`config.mk`:
```
export PLATFORM = sky130hd
export DESIGN_NAME = seg7_scan_driver
export DESIGN_NICKNAME = d
export VERILOG_FILES = /design/src/rtl/seg7_scan_driver.sv
export SDC_FILE = /design/constraint.sdc
export NUM_CORES = 1
export LEC_CHECK = 0
export BUFFER_PORTS_ARGS = -buffer_cell sky130_fd_sc_hd__buf_2
export CORE_MARGIN = 2
export CORE_UTILIZATION = 30
export DETAILED_ROUTE_END_ITERATION = 16
export PLACE_DENSITY_LB_ADDON = 0.15
export SETUP_SLACK_MARGIN = 0.2
export SYNTH_ARGS = -nofsm -noshare
export SYNTH_HDL_FRONTEND = slang
export SYNTH_SLANG_ARGS = --single-unit
```
`constraint.sdc`:
```
create_clock -name clk -period 2.55 [get_ports clk]
set_input_delay 0.1275 -clock clk [delete_from_list [all_inputs] [get_ports clk]]
set_output_delay 0.1275 -clock clk [all_outputs]
set_load 0.02 [all_outputs]
```
`src/rtl/seg7_scan_driver.sv`:
```
// Time-multiplexed N-digit common-anode 7-segment driver: shadow-latched digit codes,
// one digit per refresh slot, active-low segment/anode outputs with optional guard time.
module seg7_scan_driver #(
    parameter int N_DIGITS      = 4,
    parameter int REFRESH_DIV   = 100000,
    parameter int GUARD_CYCLES  = 16,
    parameter int HEX_MODE      = 1,
    parameter int BLANK_LEADING = 0
) (
    input  logic                    clk,
    input  logic                    rst,
    input  logic [4*N_DIGITS-1:0]   digits_in,
    input  logic [N_DIGITS-1:0]     dp_in,
    input  logic                    load,
    input  logic                    enable,
    output logic [6:0]              seg,
    output logic                    dp,
    output logic [N_DIGITS-1:0]     an,
    output logic                    frame_tick
);

    localparam int CNT_W = (REFRESH_DIV > 1) ? $clog2(REFRESH_DIV) : 1;
    localparam int IDX_W = $clog2(N_DIGITS);
    localparam logic [CNT_W-1:0] CNT_MAX = CNT_W'(REFRESH_DIV - 1);
    localparam logic [IDX_W-1:0] IDX_MAX = IDX_W'(N_DIGITS - 1);
    localparam logic [CNT_W:0]   GUARD_L = (CNT_W + 1)'(GUARD_CYCLES);

    logic [CNT_W-1:0]      cnt_q, cnt_d;
    logic [IDX_W-1:0]      idx_q, idx_d;
    logic [4*N_DIGITS-1:0] shadow_q, shadow_d;
    logic [N_DIGITS-1:0]   shadow_dp_q, shadow_dp_d;
    logic [6:0]            seg_q, seg_d;
    logic                  dp_q, dp_d;
    logic [N_DIGITS-1:0]   an_q, an_d;
    logic                  frame_tick_q, frame_tick_d;

    logic [3:0]            cur_code;
    logic                  upper_zero;
    logic                  blank;
    logic                  slot_end;

    function automatic logic [6:0] decode(input logic [3:0] code);
        logic [6:0] s;
        case (code)
            4'h0:    s = 7'b0000001;
            4'h1:    s = 7'b1001111;
            4'h2:    s = 7'b0010010;
            4'h3:    s = 7'b0000110;
            4'h4:    s = 7'b1001100;
            4'h5:    s = 7'b0100100;
            4'h6:    s = 7'b0100000;
            4'h7:    s = 7'b0001111;
            4'h8:    s = 7'b0000000;
            4'h9:    s = 7'b0000100;
            4'hA:    s = 7'b0001000;
            4'hB:    s = 7'b1100000;
            4'hC:    s = 7'b0110001;
            4'hD:    s = 7'b1000010;
            4'hE:    s = 7'b0110000;
            default: s = 7'b0111000;
        endcase
        if (HEX_MODE == 0 && code > 4'd9) s = 7'b1111111;
        return s;
    endfunction

    // Leading-zero test looks at the selected digit and everything more significant.
    always_comb begin
        cur_code   = shadow_q[4*idx_q +: 4];
        upper_zero = 1'b1;
        for (int i = 0; i < N_DIGITS; i++) begin
            if (i >= int'(idx_q) && shadow_q[4*i +: 4] != 4'd0) upper_zero = 1'b0;
        end
        blank = (BLANK_LEADING != 0) && upper_zero && (idx_q != '0);
    end

    always_comb begin
        slot_end     = (cnt_q == CNT_MAX);
        cnt_d        = cnt_q;
        idx_d        = idx_q;
        frame_tick_d = 1'b0;
        if (enable) begin
            if (slot_end) begin
                cnt_d        = '0;
                idx_d        = (idx_q == IDX_MAX) ? '0 : idx_q + 1'b1;
                frame_tick_d = (idx_q == IDX_MAX);
            end else begin
                cnt_d = cnt_q + 1'b1;
            end
        end
        shadow_d    = load ? digits_in : shadow_q;
        shadow_dp_d = load ? dp_in : shadow_dp_q;
    end

    // Outputs follow the pre-edge counter/index/shadow, so they lag the scan state by one cycle.
    always_comb begin
        seg_d = 7'h7F;
        dp_d  = 1'b1;
        an_d  = '1;
        if (enable && ({1'b0, cnt_q} >= GUARD_L)) begin
            an_d[idx_q] = 1'b0;
            seg_d       = blank ? 7'h7F : decode(cur_code);
            dp_d        = ~shadow_dp_q[idx_q];
        end
    end

    always_ff @(posedge clk) begin
        if (rst) begin
            cnt_q        <= '0;
            idx_q        <= '0;
            shadow_q     <= '0;
            shadow_dp_q  <= '0;
            seg_q        <= 7'h7F;
            dp_q         <= 1'b1;
            an_q         <= '1;
            frame_tick_q <= 1'b0;
        end else begin
            cnt_q        <= cnt_d;
            idx_q        <= idx_d;
            shadow_q     <= shadow_d;
            shadow_dp_q  <= shadow_dp_d;
            seg_q        <= seg_d;
            dp_q         <= dp_d;
            an_q         <= an_d;
            frame_tick_q <= frame_tick_d;
        end
    end

    assign seg        = seg_q;
    assign dp         = dp_q;
    assign an         = an_q;
    assign frame_tick = frame_tick_q;

endmodule

```
==> metrics.cfg <==
[cells_and_area]
nets = 319
area.growth.synth_to_final_pct = 14.63
final_cell_mix = dfxtp_1 (52), nor2_1 (43), buf_2 (36)
final_common_cell = dfxtp_1
fin_util_pct = 35.60
final_layout_size_suffix_gt1_share_pct = 20.42
n_antenna_cell = 0
final_area_um2 = 2765

[floorplan]
die_h_um = 93.67
num_rows = 32
core_area_um2 = 7767
die_area_um2 = 8774
ioPinCount = 37
start_util_pct = 31.06
fp.dieW_um = 93.67

[cts]
cts_made_buffers = 5
clk_path_buf_depth = 2
cts_sinks = 52
cts_tree = built
path_clk_slew_ns = 0.11
hold_buffers = 0
ctsResizeCount = 0
htree_levels = 2
clock-root-buffer = clkbuf_8
clock_latency_ns = 0.31
cts_setup_buffers = 0

[worst_setup_path]
required_ns = 2.75
crit_path_end_kind = register
cp-start-kind = register
crit_type = register to register
path_max_fanout = 11
critPathArrivalTime_ns = 2.26

[logic_synthesis]
synth_edf_count = 0
synth.area.top_cells = dfxtp_1 (43%), mux2i_1 (12%), nor2_1 (6.7%), ha_1 (6.2%), xor2_1 (4.7%)
synth_cells = 249
syn_area_um2 = 2412
yosysUniqueCellTypes = 37
ys_seq_area_share_pct = 43.15
yosys.area.top_type = dfxtp_1
async_flop_share_pct = 0
synth_warnings = 0
yosys_register_bits = 52
synth.avg_cell_area_um2 = 9.688
synthFlopType = dfxtp_1
syn_nets = 285
synth_top_cell_area_share_pct = 43.15

[place]
hpwlAfterDp_um = 3316
place_congestion = 0.7290
port_buffers = 36
place_area_um2 = 2671

[grt]
track_usage_pct = 11.15
grt_pass1_vias = 1555
overflow = 0
grt_first_pass_wirelength_um = 7755
grt_max_degree = 27
antenna_found_initial = 0

[sta]
finalHoldViolations = 0
setup_viol = 0
slew_headroom_pct = 61.43
clock_skew_ns = 0.007532
period_needed_ns = 2.062
fin_crit_sh_pct = 80.88
tightestPinTransition_ns = 0.5785
max_freq_ghz = 0.4849
rsz0062_at_grt = false
drv_slew = 0
setup-tns-final_ns = 0

[routing]
wl_per_cell_um = 11.89
drt-vias-per-instance = 4.417
first_pass_iters = 4
drtIter0Drc = 66
drcViolationCount = 0
via_count = 1705
ant_nets = 0
wl_um = 4588

[pwr]
ir_worst_vdd_mv = 0.2238
leakagePower_nw = 1.130
powerDensity_nw_per_um2 = 535.8

[outcome]
outcome = completed

[flow_run]
drv_cap = 0

[hold_path]
hp-class = primary input to register

-- per-stage QoR --
step	hold slack, ns	worst slack, ns	total power [W]	instances
final	0.04281	0.4876	0.001482	386
after global routing	0.04136	0.2538	0.001557	386
after CTS	0.03267	0.4776	0.001508	386
after detailed placement	0.3695	0.4928	0.0009993	378
after global placement	0.3588	0.5781	0.001001	378
after floorplan	0.2744	0.6170	0.0009623	249
-- Yosys cell counts, types with 2 or more instances --
cell type / n
mux4_2: 3
and2_1: 2
a21oi_1: 5
nand3_1: 4
a211oi_1: 4
nor3b_1: 4
nor2_1: 43
o21ai_0: 3
o221ai_1: 3
nor3_1: 2
xor2_1: 13
inv_1: 7
ha_1: 12
and3_1: 2
and4_1: 2
buf_2: 2
buf_4: 2
nand4_1: 5
xnor2_1: 5
nand2_1: 23
mux2i_1: 29
clkbuf_1: 8
dfxtp_1: 52
-- flip-flops by register name, summed over array words and instances (netlist names) --
name,cells
idx_q,2
seg,7
shadow_dp_q,4
dp,1
cnt_q,17
frame_tick,1
an,4
shadow_q,16
-- path summary, 6_finish.rpt --
path	start	cells past startpoint	slack [ns]	endpoint
setup / recovery	idx_q[0]	6	0.49	seg[6]
hold / removal	digits_in[12]	3	0.04	shadow_q[12]
setup reg to reg	idx_q[0]	6	0.49	seg[6]
hold reg to reg	shadow_dp_q[2]	2	0.50	shadow_dp_q[2]
-- power by group --
part / total, W / internal, W / switching (W)
clock: 0.000503 / 0.000201 / 0.000302
sequential: 0.000850 / 0.000834 / 0.0000158
combinational: 0.000129 / 0.0000617 / 0.0000676
-- critical path: stages, from the launching register on --
cell and delay, ns:
dfxtp_1 0.66, mux4_2 0.46, ha_1 0.30, nor3b_1 0.23, a21oi_1 0.07, a21oi_1 0.15
o21ai_0 0.09
-- cell type report --
| cell class | count | area [um2] |
|---|---|---|
| clock buffers | 5 | 68.82 |
| clock inverters | 3 | 25.02 |
| fillers | 824 | 5002 |
| inverters | 7 | 26.28 |
| multi-input cells | 176 | 1259 |
| flip-flops and latches | 52 | 1041 |
| well taps | 102 | 127.6 |
| repair buffers | 41 | 217.7 |
-- cell families (layout without fill, tap and decap cells) --
family / Yosys count / in the layout / synth area share, %
adders and majority gates: 12 / 12 / 6.224
muxes: 33 / 33 / 15.30
buffers and inverters: 21 / 56 / 4.668
and+or+nand+nor: 96 / 96 / 19.61
xor gates and xnor gates: 18 / 18 / 6.535
DFF: 52 / 52 / 43.15
AOI/OAI and AO/OA: 17 / 17 / 4.512
-- per-layer routing --
layer	vias to the layer above	wire length, um	GRT usage (%)
li1	915	-	-
met1	756	2554	17.47
met2	30	1800	14.87
met3	4	182	2.408
met4	0	49	3.623
met5	-	0	0
No activity file was read; power rests on OpenSTA's default activity.
